**src/rtl/effect_param_pkg.sv**
```systemverilog
// Shared definitions for the effect parameter editor: select encoding, FSM states,
// per-parameter range table and the saturating step helper.
package effect_param_pkg;

    typedef enum logic [2:0] {
        THRESH    = 3'd0,
        GAIN      = 3'd1,
        TR_FREQ   = 3'd2,
        RING_FREQ = 3'd3,
        ECHO_TIME = 3'd4,
        ECHO_VOL  = 3'd5,
        VIB_FREQ  = 3'd6,
        SB_DELAY  = 3'd7
    } param_sel_e;

    typedef enum logic [2:0] {
        IDLE,
        STEP,
        HOLD,
        REPEAT,
        WAIT_RELEASE
    } edit_state_e;

    // Wide enough that v+step never overflows for either signed or unsigned 32-bit fields.
    localparam int VAL_W = 34;
    typedef logic signed [VAL_W-1:0] pval_t;

    localparam pval_t THRESH_MIN = 34'sd100;
    localparam pval_t THRESH_MAX = 34'sd30000;
    localparam pval_t THRESH_STEP = 34'sd100;
    localparam pval_t THRESH_DEF = 34'sd5000;

    localparam pval_t GAIN_MIN = 34'sd1;
    localparam pval_t GAIN_MAX = 34'sd99;
    localparam pval_t GAIN_STEP = 34'sd1;
    localparam pval_t GAIN_DEF = 34'sd10;

    localparam pval_t TR_MIN = 34'sd1000;
    localparam pval_t TR_MAX = 34'sd97000;
    localparam pval_t TR_STEP = 34'sd1000;
    localparam pval_t TR_DEF = 34'sd10000;

    localparam pval_t RING_MIN = 34'sd160;
    localparam pval_t RING_MAX = 34'sd15600;
    localparam pval_t RING_STEP = 34'sd160;
    localparam pval_t RING_DEF = 34'sd1600;

    localparam pval_t ECHO_T_MIN = 34'sd4800;
    localparam pval_t ECHO_T_MAX = 34'sd96000;
    localparam pval_t ECHO_T_STEP = 34'sd4800;
    localparam pval_t ECHO_T_DEF = 34'sd24000;

    localparam pval_t ECHO_V_MIN = 34'sd0;
    localparam pval_t ECHO_V_MAX = 34'sd9;
    localparam pval_t ECHO_V_STEP = 34'sd1;
    localparam pval_t ECHO_V_DEF = 34'sd5;

    localparam pval_t VIB_MIN = 34'sd1000;
    localparam pval_t VIB_MAX = 34'sd97000;
    localparam pval_t VIB_STEP = 34'sd1000;
    localparam pval_t VIB_DEF = 34'sd10000;

    localparam pval_t SB_MIN = 34'sd480;
    localparam pval_t SB_MAX = 34'sd48000;
    localparam pval_t SB_STEP = 34'sd480;
    localparam pval_t SB_DEF = 34'sd4800;

    function automatic pval_t param_min(input param_sel_e sel);
        pval_t r;
        case (sel)
            THRESH:    r = THRESH_MIN;
            GAIN:      r = GAIN_MIN;
            TR_FREQ:   r = TR_MIN;
            RING_FREQ: r = RING_MIN;
            ECHO_TIME: r = ECHO_T_MIN;
            ECHO_VOL:  r = ECHO_V_MIN;
            VIB_FREQ:  r = VIB_MIN;
            default:   r = SB_MIN;
        endcase
        return r;
    endfunction

    function automatic pval_t param_max(input param_sel_e sel);
        pval_t r;
        case (sel)
            THRESH:    r = THRESH_MAX;
            GAIN:      r = GAIN_MAX;
            TR_FREQ:   r = TR_MAX;
            RING_FREQ: r = RING_MAX;
            ECHO_TIME: r = ECHO_T_MAX;
            ECHO_VOL:  r = ECHO_V_MAX;
            VIB_FREQ:  r = VIB_MAX;
            default:   r = SB_MAX;
        endcase
        return r;
    endfunction

    function automatic pval_t param_step(input param_sel_e sel);
        pval_t r;
        case (sel)
            THRESH:    r = THRESH_STEP;
            GAIN:      r = GAIN_STEP;
            TR_FREQ:   r = TR_STEP;
            RING_FREQ: r = RING_STEP;
            ECHO_TIME: r = ECHO_T_STEP;
            ECHO_VOL:  r = ECHO_V_STEP;
            VIB_FREQ:  r = VIB_STEP;
            default:   r = SB_STEP;
        endcase
        return r;
    endfunction

    function automatic pval_t param_default(input param_sel_e sel);
        pval_t r;
        case (sel)
            THRESH:    r = THRESH_DEF;
            GAIN:      r = GAIN_DEF;
            TR_FREQ:   r = TR_DEF;
            RING_FREQ: r = RING_DEF;
            ECHO_TIME: r = ECHO_T_DEF;
            ECHO_VOL:  r = ECHO_V_DEF;
            VIB_FREQ:  r = VIB_DEF;
            default:   r = SB_DEF;
        endcase
        return r;
    endfunction

    // Only threshold and gain are signed; everything else is zero-extended.
    function automatic pval_t widen(input logic [31:0] raw, input param_sel_e sel);
        pval_t r;
        if (sel == THRESH || sel == GAIN) begin
            r = {{(VAL_W-32){raw[31]}}, raw};
        end else begin
            r = {{(VAL_W-32){1'b0}}, raw};
        end
        return r;
    endfunction

    function automatic pval_t step_value(input pval_t cur, input param_sel_e sel, input logic up);
        pval_t lo;
        pval_t hi;
        pval_t st;
        pval_t r;
        lo = param_min(sel);
        hi = param_max(sel);
        st = param_step(sel);
        if (up) begin
            r = (cur + st > hi) ? hi : cur + st;
        end else begin
            r = (cur < lo + st) ? lo : cur - st;
        end
        return r;
    endfunction

endpackage

```
**src/rtl/key_debouncer.sv**
```systemverilog
// Synchronises a raw active-low key and reports a debounced pressed level, plus a flag
// that the key is released with nothing pending (used to gate re-arming the editor).
module key_debouncer #(
    parameter int DEBOUNCE_CYCLES = 500000
) (
    input  logic clk,
    input  logic reset,
    input  logic key_n,
    output logic pressed,
    output logic released_stable
);

    localparam int CNT_W = (DEBOUNCE_CYCLES > 1) ? $clog2(DEBOUNCE_CYCLES) : 1;
    localparam logic [CNT_W-1:0] CNT_LAST = CNT_W'(DEBOUNCE_CYCLES - 1);

    logic [1:0]       sync_q, sync_d;
    logic [1:0]       prime_q, prime_d;
    logic             level_q, level_d;
    logic [CNT_W-1:0] cnt_q, cnt_d;
    logic             sample;

    assign sample = ~sync_q[1];

    always_comb begin
        sync_d  = {sync_q[0], key_n};
        prime_d = {prime_q[0], 1'b1};
        level_d = level_q;
        cnt_d   = '0;
        if (sample != level_q) begin
            if (cnt_q == CNT_LAST) begin
                level_d = sample;
            end else begin
                cnt_d = cnt_q + 1'b1;
            end
        end
    end

    always_ff @(posedge clk) begin
        if (reset) begin
            sync_q  <= 2'b11;
            prime_q <= 2'b00;
            level_q <= 1'b0;
            cnt_q   <= '0;
        end else begin
            sync_q  <= sync_d;
            prime_q <= prime_d;
            level_q <= level_d;
            cnt_q   <= cnt_d;
        end
    end

    assign pressed = level_q;
    // Not trusted until the synchroniser has refilled after reset, so a key held through reset stays "busy".
    assign released_stable = prime_q[1] & ~level_q & ~sample & (cnt_q == '0);

endmodule

```
**src/rtl/effect_param_editor.sv**
```systemverilog
// Push-button editor for the eight effect parameters: debounced up/down keys step the
// parameter chosen by SW[3:0] with saturation, auto-repeat and a both-keys default restore.
module effect_param_editor
    import effect_param_pkg::*;
#(
    parameter int DEBOUNCE_CYCLES = 500000,
    parameter int HOLD_CYCLES     = 25000000,
    parameter int REPEAT_CYCLES   = 5000000
) (
    input  logic               clk,
    input  logic               reset,
    input  logic [9:0]         SW,
    input  logic               key_up_n,
    input  logic               key_down_n,
    output logic signed [31:0] threshold,
    output logic signed [15:0] gain,
    output logic [31:0]        tr_freq,
    output logic [31:0]        ring_freq,
    output logic [31:0]        echo_delay_time,
    output logic [31:0]        echo_delay_volume,
    output logic [31:0]        vib_freq,
    output logic [31:0]        sb_delay_time,
    output logic               param_changed
);

    logic up_lvl, dn_lvl, up_idle, dn_idle;

    key_debouncer #(.DEBOUNCE_CYCLES(DEBOUNCE_CYCLES)) u_deb_up (
        .clk             (clk),
        .reset           (reset),
        .key_n           (key_up_n),
        .pressed         (up_lvl),
        .released_stable (up_idle)
    );

    key_debouncer #(.DEBOUNCE_CYCLES(DEBOUNCE_CYCLES)) u_deb_down (
        .clk             (clk),
        .reset           (reset),
        .key_n           (key_down_n),
        .pressed         (dn_lvl),
        .released_stable (dn_idle)
    );

    edit_state_e state_q, state_d;
    logic [31:0] cnt_q, cnt_d;
    param_sel_e  sel_q, sel_d;
    logic        up_q, up_d;
    logic        changed_q, changed_d;
    logic [31:0] val_q [8];
    logic [31:0] val_d [8];

    param_sel_e sw_sel;
    logic       locked, sw_moved, both, held;
    logic       do_step, do_restore, wr_en;
    param_sel_e wr_sel;
    pval_t      cur, wr_val;

    assign sw_sel   = param_sel_e'(SW[2:0]);
    assign locked   = SW[9] | SW[3];
    assign sw_moved = SW[3] | (SW[2:0] != sel_q);
    assign both     = up_lvl & dn_lvl;
    assign held     = up_q ? up_lvl : dn_lvl;

    always_comb begin
        state_d    = state_q;
        cnt_d      = cnt_q;
        sel_d      = sel_q;
        up_d       = up_q;
        do_step    = 1'b0;
        do_restore = 1'b0;
        case (state_q)
            IDLE: begin
                if (up_lvl ^ dn_lvl) begin
                    if (locked) begin
                        state_d = WAIT_RELEASE;
                    end else begin
                        sel_d   = sw_sel;
                        up_d    = up_lvl;
                        state_d = STEP;
                    end
                end else if (both) begin
                    do_restore = ~locked;
                    state_d    = WAIT_RELEASE;
                end
            end
            STEP: begin
                if (sw_moved || both) begin
                    state_d = WAIT_RELEASE;
                end else begin
                    do_step = 1'b1;
                    cnt_d   = '0;
                    state_d = HOLD;
                end
            end
            HOLD: begin
                if (sw_moved || both) begin
                    state_d = WAIT_RELEASE;
                end else if (!held) begin
                    state_d = IDLE;
                end else if (cnt_q == 32'(HOLD_CYCLES - 1)) begin
                    do_step = 1'b1;
                    cnt_d   = '0;
                    state_d = REPEAT;
                end else begin
                    cnt_d = cnt_q + 32'd1;
                end
            end
            REPEAT: begin
                if (sw_moved || both) begin
                    state_d = WAIT_RELEASE;
                end else if (!held) begin
                    state_d = IDLE;
                end else if (cnt_q == 32'(REPEAT_CYCLES - 1)) begin
                    do_step = 1'b1;
                    cnt_d   = '0;
                end else begin
                    cnt_d = cnt_q + 32'd1;
                end
            end
            WAIT_RELEASE: begin
                if (up_idle && dn_idle) begin
                    state_d = IDLE;
                end
            end
            default: state_d = WAIT_RELEASE;
        endcase
    end

    // Single shared step/saturate datapath; the restore path only fires from IDLE.
    always_comb begin
        wr_sel    = (state_q == IDLE) ? sw_sel : sel_q;
        cur       = widen(val_q[wr_sel], wr_sel);
        wr_val    = do_restore ? param_default(wr_sel) : step_value(cur, wr_sel, up_q);
        wr_en     = do_step | do_restore;
        changed_d = wr_en & (wr_val != cur);
    end

    generate
        for (genvar gi = 0; gi < 8; gi++) begin : g_field
            always_comb begin
                val_d[gi] = val_q[gi];
                if (wr_en && (wr_sel == param_sel_e'(3'(gi)))) begin
                    val_d[gi] = wr_val[31:0];
                end
            end

            always_ff @(posedge clk) begin
                if (reset) begin
                    val_q[gi] <= 32'(param_default(param_sel_e'(3'(gi))));
                end else begin
                    val_q[gi] <= val_d[gi];
                end
            end
        end
    endgenerate

    always_ff @(posedge clk) begin
        if (reset) begin
            state_q   <= WAIT_RELEASE;
            cnt_q     <= '0;
            sel_q     <= THRESH;
            up_q      <= 1'b0;
            changed_q <= 1'b0;
        end else begin
            state_q   <= state_d;
            cnt_q     <= cnt_d;
            sel_q     <= sel_d;
            up_q      <= up_d;
            changed_q <= changed_d;
        end
    end

    assign threshold         = val_q[THRESH];
    assign gain              = val_q[GAIN][15:0];
    assign tr_freq           = val_q[TR_FREQ];
    assign ring_freq         = val_q[RING_FREQ];
    assign echo_delay_time   = val_q[ECHO_TIME];
    assign echo_delay_volume = val_q[ECHO_VOL];
    assign vib_freq          = val_q[VIB_FREQ];
    assign sb_delay_time     = val_q[SB_DELAY];
    assign param_changed     = changed_q;

endmodule

```
**config.mk**
```make
export PLATFORM = sky130hd
export DESIGN_NAME = effect_param_editor
export DESIGN_NICKNAME = d
export VERILOG_FILES = /design/src/rtl/effect_param_pkg.sv /design/src/rtl/key_debouncer.sv /design/src/rtl/effect_param_editor.sv
export SDC_FILE = /design/constraint.sdc
export NUM_CORES = 1
export LEC_CHECK = 0
export BUFFER_PORTS_ARGS = -buffer_cell sky130_fd_sc_hd__buf_2
export CAP_MARGIN = 20
export CELL_PAD_IN_SITES_DETAIL_PLACEMENT = 1
export CELL_PAD_IN_SITES_GLOBAL_PLACEMENT = 1
export CORE_UTILIZATION = 43
export DETAILED_ROUTE_END_ITERATION = 10
export PLACE_DENSITY_LB_ADDON = 0.1
export SLEW_MARGIN = 20
export SYNTH_ARGS = -nofsm -noshare
export SYNTH_HDL_FRONTEND = slang
export SYNTH_SLANG_ARGS = --single-unit
```
**constraint.sdc**
```tcl
create_clock -name clk -period 28 [get_ports clk]
set_input_delay 5.6 -clock clk [delete_from_list [all_inputs] [get_ports clk]]
set_output_delay 5.6 -clock clk [all_outputs]
set_load 0.005 [all_outputs]
```
# After elaboration in Yosys (flattened, before gate mapping)
# Memories as Yosys holds them, arrays and structs flattened.
# Index checks and enable logic that the tools add are counted.
# W data, S select, Z words.
# word_totals
regBits,88
mem_bits_rw,256
inputBits,14
out_inout_bits,241
wordCells,182
n_memories,1
# memory_table
memory,words,word_bits,read_ports,rd_ports_with_merged_regs,write_ports,line_no,rtl
val_q,8,32,9,0,8,effect_param_editor.sv:49,logic [31:0] val_q [8];
# classes
add_sub_neg,6
order_cmp,2
n_eq_ne,36
mux,62
n_bitwise,27
n_reduce_logical,33
# ops
cell,count
$mux W32,23
$mux W34,5
$pmux W17 S6,1
$pmux W32 S3,1
$pmux W15 S6,1
$pmux W13 S6,1
$add A34 B34 Y34,2
$pmux W13 S5,1
$add A19 B1 Y19 const B,2
$eq A19 B19 Y1 const B,2
$logic_not A19 Y1,2
$gt A34 B34 Y1,1
$lt A34 B34 Y1,1
$ne A34 B34 Y1,1
$sub A34 B34 Y34,1
$mux W3,11
$add A32 B1 Y32 const B,1
$eq A32 B23 Y1 const B,1
$eq A32 B25 Y1 const B,1
$reduce_and A2 Y1,10
$mux W1,16
$eq A3 B3 Y1 const B,5
$pmux W3 S5,1
$eq A3 B2 Y1 const B,4
21 further kinds,71

# Logic depth before layout (Yosys ltp)
# Gate-level depths: netlist of the first run.
# logic_depth
depth_word,12
mapped_depth,41
depth_no_buf,30

# Modules after synthesis
# A second synthesis of the first run with hierarchy kept.
# unflattened
cells_unflattened,2789
area_unflattened_um2,21728.3
# by_module_without_submodules
module,instances,cells_each,area_per_inst_um2,seq_area_each_um2
effect_param_editor,1,2539,19536.2,5925.7
key_debouncer at u_deb_down,1,127,1099.8,480.5
key_debouncer at u_deb_up,1,123,1092.3,480.5

# Worst setup path before layout of the first run
# Ideal clock, no wire load.
# synth_path
path_kind,input-to-reg
startpoint,input port SW[0]
endpoint,register changed_q (netlist: param_changed)
setup_ns,0.131
t_arrival_ns,13.243
required_time_ns,27.869
setup_slack_ns,14.626
stages,35
n_path_buf,7
cell_sequence,buf_6 -> buf_12 -> or4b_1 -> buf_6 -> nand2_8 -> buf_2 -> buf_1 -> ha_1 -> a21o_1 -> nor2_1 -> or3_1 -> ha_1 -> clkbuf_1 -> nand2_1 -> nor3_1 -> o22ai_1 -> or3_1 -> xnor2_1 -> inv_1 -> ha_1 -> a21o_1 -> a21o_1 -> a21o_1 -> a221o_1 -> a21oi_1 -> a21oi_1 -> a2111oi_4 -> and4b_1 -> buf_4 -> mux2_2 -> o31ai_2 -> o221ai_1 -> or4_1 -> nor4_1 -> a211oi_1
# synth_between
elab_chain_cells,11
elab_cells_between_ends,36
classes_between,add/sub (3); order compare (2); eq/ne (8); mux (14); bitwise (3); reduce/logical (5); memory (1)
# synth_lines
element,line_no,rtl
"start, declared",effect_param_editor.sv:12,"input logic [9:0] SW,"
$mux W3,effect_param_editor.sv:131,wr_sel = (state_q == IDLE) ? sw_sel : sel_q;
"$eq A3 B2 Y1, or another cell as far along",-,
$reduce_or A2 Y1 (no source line) or $logic_or A1 B1 Y1 (tied branches),-,
"$pmux W13 S6, or another cell as far along",effect_param_pkg.sv:70,case (sel)
$add A34 B34 Y34 (on tied branches),"effect_param_pkg.sv:150, effect_param_pkg.sv:148",
$lt A34 B34 Y1 or $gt A34 B34 Y1 (tied branches),"effect_param_pkg.sv:150, effect_param_pkg.sv:148",
$mux W34 (on tied branches),"effect_param_pkg.sv:150, effect_param_pkg.sv:148",
$mux W34,effect_param_pkg.sv:147,if (up) begin
$mux W34,effect_param_editor.sv:133,"wr_val = do_restore ? param_default(wr_sel) : step_value(cur, wr_sel, up_q);"
$ne A34 B34 Y1,effect_param_editor.sv:135,changed_d = wr_en & (wr_val != cur);
$and A1 B1 Y1 (*),effect_param_editor.sv:135,
"end signal, assigned",effect_param_editor.sv:169,changed_q <= changed_d;
"end, declared",effect_param_editor.sv:48,"logic changed_q, changed_d;"
# Mark *: on every way between the ends. The rest lies on a longest branch, timed or not.
# A chain may end at the register's enable or synchronous reset.

# Final worst setup path of the first run
# layout_path
startpoint,input port SW[1]
endpoint,register changed_q (netlist: param_changed)
# Same word-level chain as after synthesis.

==> flow_summary_export.csv, run 1 <==
group,metric,value,unit
clocking,cts_resized,0,
die,io_pins,255,
timing,relSlewSlack,21.0,%
logic_synthesis,synth_seq_area_share,29.9,%
final_layout,drive_above_1_share,17.3,%
drt,vias,24010,
logic_synthesis,yosys_warnings,0,
clocking,cts-buffers-inserted,41,
clocking,cts_num_sinks,342,
worst_setup_path,cp_data_arrival_time,17.16,ns
clocking,cts_tree,"yes",
die,start_util,43.6,%
logic_synthesis,synth_top_area_cell,"dfxtp_1",
global_routing,grt_pass1_vias,23457,
logic_synthesis,synth_nets,2944,
timing,fin_tns_setup,0,ns
worst_setup_path,cp-start-kind,"primary input",
power,switchingPower,453,µW
timing,timing.final.crit_share,59.8,%
worst_setup_path,worst-path-buf-inv,5,
placed_design,placed_cells,3641,
logic_synthesis,yosys_register_bits,342,
clocking,worstSkewPairLatency,0.60,ns
logic_synthesis,synth.most_common_cell,"nand2_1",
placed_design,port_buffers,249,
global_routing,antenna_found_initial,0,
timing,worst_slew_pin_slew,1.19,ns
placed_design,place_hpwl,77100,µm
logic_synthesis,netlist_area,22900,µm²
timing,fin_crit,16.76,ns
logic_synthesis,synth_ff_type,"dfxtp_1",
die,die_x,233,µm
power,power_switching_share,34.3,%
final_layout,syn_to_final_growth,11.7,%
power,p_seq_share,36.9,%
power,irDropWorstVdd,0.0410,mV
timing,rsz0062_at_grt,"false",
clocking,cts-root-buf,"clkbuf_16",
clocking,cts_hold_buf,0,
die,core,52600,µm²
clocking,cts_setup_buffers,0,
drt,drtAntennaViolNets,0,
clocking,clkTransAtPathRegs,0.06,ns
global_routing,gr-total-overflow,0,
power,intPower,869,µW
timing,final-setup-viol-count,0,
logic_synthesis,synth_top_area_share,29.9,%
logic_synthesis,async_flop_share,0,%
power,clkPwrFrac,40.0,%
drt,first_iter_violations,2145,
power,power.density,51.7,nW/µm²
logic_synthesis,synth-edff-count,0,
global_routing,grt_pass1_wl,155000,µm
die,die_area,54200,µm²
worst_setup_path,crit_type,"primary input to flop",
timing,fin_skew,0.0278,ns
drt,firstDrtPassIters,5,
logic_synthesis,ys_types,115,
die,row_count,84,
logic_synthesis,syn_inst,2865,
timing,drv_slew,0,
power,comb_power_share,23.1,%
final_layout,n_antenna_cell,0,
logic_synthesis,synthTopCellsByCount,"nand2_1, nor2_1, dfxtp_1",
run_status,status,"finished, final reports clean",
drt,drt_wl_total,106000,µm
worst_setup_path,required,28.41,ns
timing,fmax,59.7,MHz
drt,viasPerCell,6.47,
drt,wire_per_inst,28.6,µm
logic_synthesis,syn_area_per_cell,8.00,µm²
clocking,cts_buffer_depth,3,
global_routing,grt_usage,38.3,%
drt,drc_errors,0,
worst_setup_path,endpoint_kind,"flop",
worst_setup_path,critical-path-slowest-cell,"a31oi_1",
final_layout,instances_no_fill,3711,
final_layout,fin_nets,3075,
global_routing,grt_start_max_net_pins,87,
power,p_leak,0.00991,µW
worst_setup_path,crit_path_max_fanout,26,
logic_synthesis,ys_top_cells_by_area,"dfxtp_1, nand2_1, nor2_1, a21oi_1, mux4_2",
placed_design,gp_congestion,0.973,
timing,hold_viol_final,0,
clocking,cts-htree-levels,2,
die,die_y,233,µm
hold_path,hp-class,"flop to flop",
run,drv_cap,0,
worst_setup_path,critical-path-max-stage-delay,0.93,ns
worst_setup_path,cp_top_family,"compound AO/OA/AOI/OAI gates",
stage by stage:
stage / utilization (%) / cell area, µm² / power [µW] / worst slack (ns) / hold WS, ns
3_3_place_gp: 46.2 / 24300 / 787 / 11.02 / 0.392
2_1_floorplan: - / 22900 / 688 / 14.63 / 0.389
3_5_place_dp: 46.2 / 24300 / 793 / 10.85 / 0.398
5_1_grt: 48.7 / 25600 / 1360 / 11.17 / 0.450
6_report: 48.7 / 25600 / 1320 / 11.24 / 0.412
4_1_cts: 48.7 / 25600 / 1320 / 11.43 / 0.412
placed cells by master, fill, tap and decap left out, types with 13 or more instances in the layout:
cell type / synthesis / final
and3_1: 28 / 28
mux2i_1: 75 / 75
nor3_1: 57 / 54
a31oi_1: 25 / 23
nand3_1: 131 / 129
a211oi_1: 79 / 78
o22ai_1: 16 / 16
and2_1: 13 / 13
buf_4: 37 / 56
nor2_1: 350 / 344
a21o_1: 17 / 17
nand2_1: 476 / 474
or2_2: 19 / 19
or3_1: 18 / 17
o21ai_0: 66 / 66
a21oi_1: 252 / 251
ha_1: 64 / 64
o211ai_1: 36 / 36
nand4_1: 43 / 43
xor2_1: 53 / 53
xnor2_1: 56 / 56
clkbuf_16: 0 / 41
mux2_2: 13 / 13
nor4_1: 23 / 23
dfxtp_1: 342 / 340
mux4_2: 53 / 53
inv_1: 64 / 64
or4_1: 16 / 16
mux4_1: 18 / 18
buf_2: 23 / 247
path summary, 6_finish.rpt:
path | startpoint | to | slack, ns | cells after the start
worst max register to register | state_q[2] | param_changed | 15.79 | 29
worst max-delay path | SW[1] | param_changed | 11.24 | 30
worst min register to register | u_deb_down.sync_q[0] | u_deb_down.sync_q[1] | 0.41 | 1
worst min-delay path | u_deb_down.sync_q[0] | u_deb_down.sync_q[1] | 0.41 | 1
area by class of cell:
cell class | count | area (µm²)
Clock buffer | 59 | 1180
Clock inverter | 11 | 110
Fill cell | 6483 | 27000
Inverter | 68 | 260
Multi-Input combinational cell | 2239 | 14700
Sequential cell | 342 | 6850
Tap cell | 688 | 861
Timing Repair Buffer | 304 | 1670
per-layer routing:
| metal | vias to the layer above | GRT usage (%) | routed length (µm) |
|---|---|---|---|
| met4 | 0 | 16.0 | 4630 |
| met3 | 227 | 8.66 | 9490 |
| met5 | - | 0 | 0 |
| met1 | 12059 | 51.4 | 45300 |
| li1 | 10606 | - | - |
| met2 | 1118 | 58.9 | 46800 |
registers in the layout (all words and copies together) (netlist names), 2 cells and up:
name / cells
val_q: 256
cnt_q: 32
u_deb_down.cnt_q: 19
u_deb_up.cnt_q: 19
sel_q: 3
state_q: 3
u_deb_down.sync_q: 2
u_deb_up.sync_q: 2
power groups by stage:
| stage | registers [µW] | clock network [µW] | logic [µW] |
|---|---|---|---|
| after floorplan | 498 | 0 | 190 |
| after global placement | 499 | 0 | 288 |
| after detailed placement | 499 | 0 | 294 |
| after CTS | 488 | 532 | 295 |
| after global routing | 488 | 550 | 318 |
| final | 488 | 528 | 306 |
logic make-up after synthesis:
family	after synthesis	share of synthesized area [%]
AOI/OAI and AO/OA	660	19.5
xor gates and xnor gates	109	4.17
adders and majority gates	65	3.58
buffers and inverters	284	6.52
DFF	342	29.9
muxes	164	11.7
and+or+nand+nor	1241	24.7
Note: power is estimated with default switching activity, not from simulation.
==> inputs of run 2 (changes only) <==
- clock period: 28 -> 16.9 ns (I/O delays scaled with it)
==> run 2 against run 1 <==
Via count grew 1.1%; first-iteration DRC count grew 7.2%; critical path depth grew 1; clock power grew 78%; register-to-register slack lost 10 ns; final cell count grew 0.46%; worst setup slack lost 8.0 ns; global-route usage grew 0.24 points.
==> flow_summary_export.csv, run 2 (synthesis gave the netlist of run 1 again) <==
group,metric,value,unit
drt,dr.max_layer_used,"met4",
timing,fmax,73.0,MHz
run_status,status,"finished, final reports clean",
power,power.density,87.6,nW/µm²
timing,relSlewSlack,19.0,%
power,irDropWorstVdd,0.0879,mV
worst_setup_path,cp_data_arrival_time,14.12,ns
power,switchingPower,756,µW
clocking,clkTransAtPathRegs,0.06,ns
final_layout,largest_register_ffs,256,
worst_setup_path,r2r_cells,30,
placed_design,placed_area,24300,µm²
worst_setup_path,crit_path_max_fanout,23,
worst_setup_path,cp-start-kind,"primary input",
timing,rsz0062_at_grt,"false",
drt,route.met2.wl,47000,µm
global_routing,antenna_found_initial,3,
die,core,52600,µm²
clocking,cts-htree-levels,2,
clocking,cts-buffers-inserted,41,
power,intPower,1500,µW
final_layout,fin_nets,3084,
die,io_pins,255,
placed_design,gp_congestion,0.970,
timing,fin_skew,0.0242,ns
global_routing,grt_pass1_wl,157000,µm
timing,final-setup-viol-count,0,
die,die_y,233,µm
final_layout,final_util,49.1,%
worst_setup_path,required,17.33,ns
power,p_leak,0.0100,µW
global_routing,gr-total-overflow,0,
clocking,cts_hold_buf,0,
timing,timing.final.crit_share,81.0,%
final_layout,mostFrequentLayoutCells,"nand2_1, nor2_1, dfxtp_1",
global_routing,grt_usage,38.5,%
die,die_area,54200,µm²
worst_setup_path,crit_type,"primary input to flop",
power,power_switching_share,33.5,%
die,start_util,43.6,%
run,drv_cap,0,
drt,viasPerCell,6.51,
drt,vias,24277,
hold_path,min_from,"u_deb_down.sync_q[0]",
drt,first_iter_violations,2299,
worst_setup_path,r2r_slack,5.82,ns
worst_setup_path,endpoint_kind,"flop",
placed_design,place_hpwl,77000,µm
worst_setup_path,cp-startpoint,"SW[1]",
hold_path,min_path_cells,1,
timing,hold_viol_final,0,
clocking,cts_num_sinks,342,
die,die_x,233,µm
final_layout,fill_cells,6494,
worst_setup_path,critical-path-max-stage-delay,0.88,ns
final_layout,multi_input_comb_area,14600,µm²
placed_design,port_buffers,249,
die,row_count,84,
drt,route.met3.wl,9380,µm
worst_setup_path,reg2reg_to,"param_changed",
global_routing,grt_pass1_vias,23633,
timing,fin_crit,13.69,ns
drt,drc_errors,0,
final_layout,instances_no_fill,3728,
power,comb_power_share,22.6,%
final_layout,reg_top3,"val_q x256, cnt_q x32",
clocking,cts_buffer_depth,3,
global_routing,grt_start_max_net_pins,92,
timing,drv_slew,0,
worst_setup_path,timing.rr.start,"state_q[0]",
worst_setup_path,critical-path-slowest-cell,"o21ai_1",
final_layout,top_register,"val_q",
clocking,cts_resized,0,
drt,drt_wl_total,106000,µm
clocking,cts-root-buf,"clkbuf_16",
clocking,cts_setup_buffers,0,
final_layout,mostFrequentLayoutCell,"nand2_1",
power,clkPwrFrac,41.6,%
hold_path,hp-class,"flop to flop",
final_layout,stdcell_area,25800,µm²
drt,drtAntennaViolNets,0,
placed_design,placed_cells,3649,
final_layout,syn_to_final_growth,12.5,%
drt,drt-met1-wl,45200,µm
timing,worst_slew_pin_slew,1.22,ns
final_layout,ff_latch_area,6850,µm²
drt,wire_per_inst,28.5,µm
final_layout,drive_above_1_share,17.8,%
clocking,cts_tree,"yes",
power,p_seq_share,35.8,%
drt,firstDrtPassIters,6,
timing,fin_tns_setup,0,ns
clocking,worstSkewPairLatency,0.59,ns
hold_path,whs_endpoint,"u_deb_down.sync_q[1]",
## run 2: cell types whose count changed in the layout (fill, tap and decap cells not counted), sizes merged
cell      before  now
buf          303  312
inv           65   70
clkinvlp       0    1
bufinv         0    4
diode          0    3
clkbuf        60   52
clkinv        14   17
## run 2: how the worst max path moves through the flow
stage	endpoint	slack [ns]
3_3_place_gp	param_changed	3.30
3_5_place_dp	param_changed	3.20
4_1_cts	param_changed	3.78
6_report	param_changed	3.21
2_1_floorplan	param_changed	5.75
5_1_grt	param_changed	3.07
## run 2: metrics by stage
stage | hold WS [ns] | total power (µW) | setup slack (ns)
after floorplan | 0.389 | 1140 | 5.75
after global placement | 0.395 | 1310 | 3.30
after detailed placement | 0.404 | 1320 | 3.20
after CTS | 0.422 | 2250 | 3.78
after global routing | 0.425 | 2320 | 3.07
final | 0.416 | 2260 | 3.21
## run 2: layer usage
layer  vias up  global-route usage (%)
met4         0                    15.6
met5         -                       0
met2      1168                    59.4
li1      10631                       -
met3       254                    7.50
met1     12224                    52.6
## run 2: area by class of cell
class	instances	area share (%)
Antenna cell	3	0.0291
Tap cell	688	3.34
Inverter	68	1.01
Clock inverter	24	1.03
Clock buffer	51	4.44
Multi-Input combinational cell	2239	56.8
Sequential cell	342	26.6
Timing Repair Buffer	313	6.82
## run 2: power groups by stage
stage	clock, µW	combinational [µW]	sequential, µW
after floorplan	0	315	825
after global placement	0	482	825
after detailed placement	0	490	825
after CTS	948	493	807
after global routing	980	535	807
final	939	511	807
## run 2: critical path: cells and delay by family
kind            cells  cell delay, ns
compound gates     12            4.38
simple gates       11            4.20
fa+ha+maj           2            0.76
buf+inv             4            0.68
xor+xnor            2            0.68
==> inputs of run 3 (changes only) <==
- clock period: 16.9 -> 13.2 ns (I/O delays scaled with it)
==> run 3 against run 2 <==
Sequential power is 28% higher; combinational power rose by 29%; register-to-register slack got worse by 2.9 ns; wire length fell by 0.50%; sequential share of layout area is 0.082 points lower; clock power is 27% higher; count of clock-buffer cells in the layout is 13 higher; critical path depth down 1; first-iteration DRC count rose by 12%; largest cell class unchanged; critical path type unchanged; power up 28%; clock skew grew 0.015 ns; largest power group unchanged; final cell count rose by 0.35%.
==> flow_summary_export.csv, run 3 (synthesis gave the netlist of run 1 again) <==
group,metric,value,unit
run_status,status,"finished, final reports clean",
worst_setup_path,crit_path_max_fanout,30,
clocking,cts_tree,"yes",
timing,drv_slew,0,
final_layout,mostFrequentLayoutCell,"nand2_1",
final_layout,largest_register_ffs,256,
worst_setup_path,endpoint_kind,"flop",
timing,fmax,86.3,MHz
timing,fin_skew,0.0388,ns
timing,worst_slew_pin_slew,1.15,ns
worst_setup_path,cp-start-kind,"primary input",
timing,final-setup-viol-count,0,
final_layout,ff_latch_area,6850,µm²
worst_setup_path,r2r_cells,30,
worst_setup_path,r2r_slack,2.89,ns
drt,drtAntennaViolNets,0,
die,start_util,43.6,%
clocking,cts-buffers-inserted,41,
final_layout,drive_above_1_share,17.9,%
timing,fin_tns_setup,0,ns
power,p_leak,0.0101,µW
placed_design,port_buffers,249,
die,die_y,233,µm
die,die_x,233,µm
timing,timing.final.crit_share,87.8,%
clocking,cts_hold_buf,0,
drt,firstDrtPassIters,6,
global_routing,grt_pass1_wl,156000,µm
timing,rsz0062_at_grt,"false",
clocking,cts-root-buf,"clkbuf_16",
hold_path,min_path_cells,1,
drt,drt_wl_total,106000,µm
worst_setup_path,cp_data_arrival_time,12.00,ns
clocking,cts_resized,0,
run,drv_cap,0,
drt,drc_errors,0,
drt,wire_per_inst,28.3,µm
hold_path,hp-class,"flop to flop",
placed_design,placed_area,24400,µm²
final_layout,fin_nets,3100,
placed_design,place_hpwl,76900,µm
die,row_count,84,
final_layout,fill_cells,6411,
clocking,cts_setup_buffers,0,
worst_setup_path,critical-path-slowest-cell,"or4b_1",
power,power.density,111,nW/µm²
worst_setup_path,critical-path-max-stage-delay,0.73,ns
global_routing,grt_pass1_vias,23918,
clocking,cts_num_sinks,342,
die,core,52600,µm²
drt,vias,24393,
clocking,worstSkewPairLatency,0.60,ns
timing,fin_crit,11.59,ns
clocking,clkTransAtPathRegs,0.07,ns
final_layout,syn_to_final_growth,12.9,%
die,io_pins,255,
clocking,cts-htree-levels,2,
clocking,cts_buffer_depth,3,
placed_design,gp_congestion,1.01,
global_routing,grt_usage,38.4,%
final_layout,mostFrequentLayoutCells,"nand2_1, nor2_1, dfxtp_1",
global_routing,grt_start_max_net_pins,113,
final_layout,top_register,"val_q",
final_layout,reg_top3,"val_q x256, cnt_q x32",
timing,relSlewSlack,23.2,%
global_routing,antenna_found_initial,3,
global_routing,gr-total-overflow,0,
drt,first_iter_violations,2577,
power,irDropWorstVdd,0.0873,mV
final_layout,multi_input_comb_area,14600,µm²
die,die_area,54200,µm²
worst_setup_path,required,13.62,ns
power,finalPower,2880,µW
final_layout,stdcell_area,25900,µm²
timing,hold_viol_final,0,
drt,viasPerCell,6.52,
worst_setup_path,crit_type,"primary input to flop",
[run 3: cell count changes in the layout (fill, tap and decap cells not counted), moves of 2 or more]
cell,before,now
diode_2,3,1
clkbuf_8,7,9
clkinv_2,13,3
clkbuf_1,3,14
buf_4,64,80
[run 3: cell type report]
type	count	share of cell area (%)
multi-input combinational	2239	56.6
sequential	342	26.5
timing repair buffer	329	7.26
clock buffer	64	4.69
tap	688	3.33
inverter	68	1.01
clock inverter	10	0.624
antenna	1	0.00968
[run 3: path summary, 6_finish.rpt]
kind	startpoint	endpoint
worst max-delay path	SW[0]	param_changed
worst min-delay path	u_deb_up.sync_q[0]	u_deb_up.sync_q[1]
worst max register to register	state_q[2]	param_changed
worst min register to register	u_deb_up.sync_q[0]	u_deb_up.sync_q[1]
[run 3: critical path, delay by kind of cell]
| family | cells | cell delay (ns) |
|---|---|---|
| xor+xnor | 1 | 0.44 |
| fa+ha+maj | 3 | 1.10 |
| simple gates | 7 | 2.43 |
| compound gates | 14 | 4.17 |
| buf+inv | 4 | 0.78 |
| mux | 1 | 0.39 |
[run 3: stage by stage]
stage	utilization [%]	setup slack [ns]	hold slack, ns	std cells
floorplan	-	2.79	0.389	2865
global placement	46.5	1.47	0.399	3664
detailed placement	46.5	1.28	0.413	3664
CTS	49.1	1.89	0.399	3738
global route	49.2	1.36	0.418	3740
finish	49.2	1.61	0.383	3741
[run 3: metal layers]
layer  share of wire [%]  wire length [µm]  vias up  track usage [%]
met1                  43             45100    12271             52.4
met4                 4.3              4510        2             15.3
met2                  44             46600     1205             59.3
met5               0.011                12        -                0
met3                 9.1              9690      261             7.33
li1                    -                 -    10654                -
[run 3: power breakdown]
group          switching [µW]  internal, µW
combinational             458           199
clock                     495           694
sequential               1.67          1030
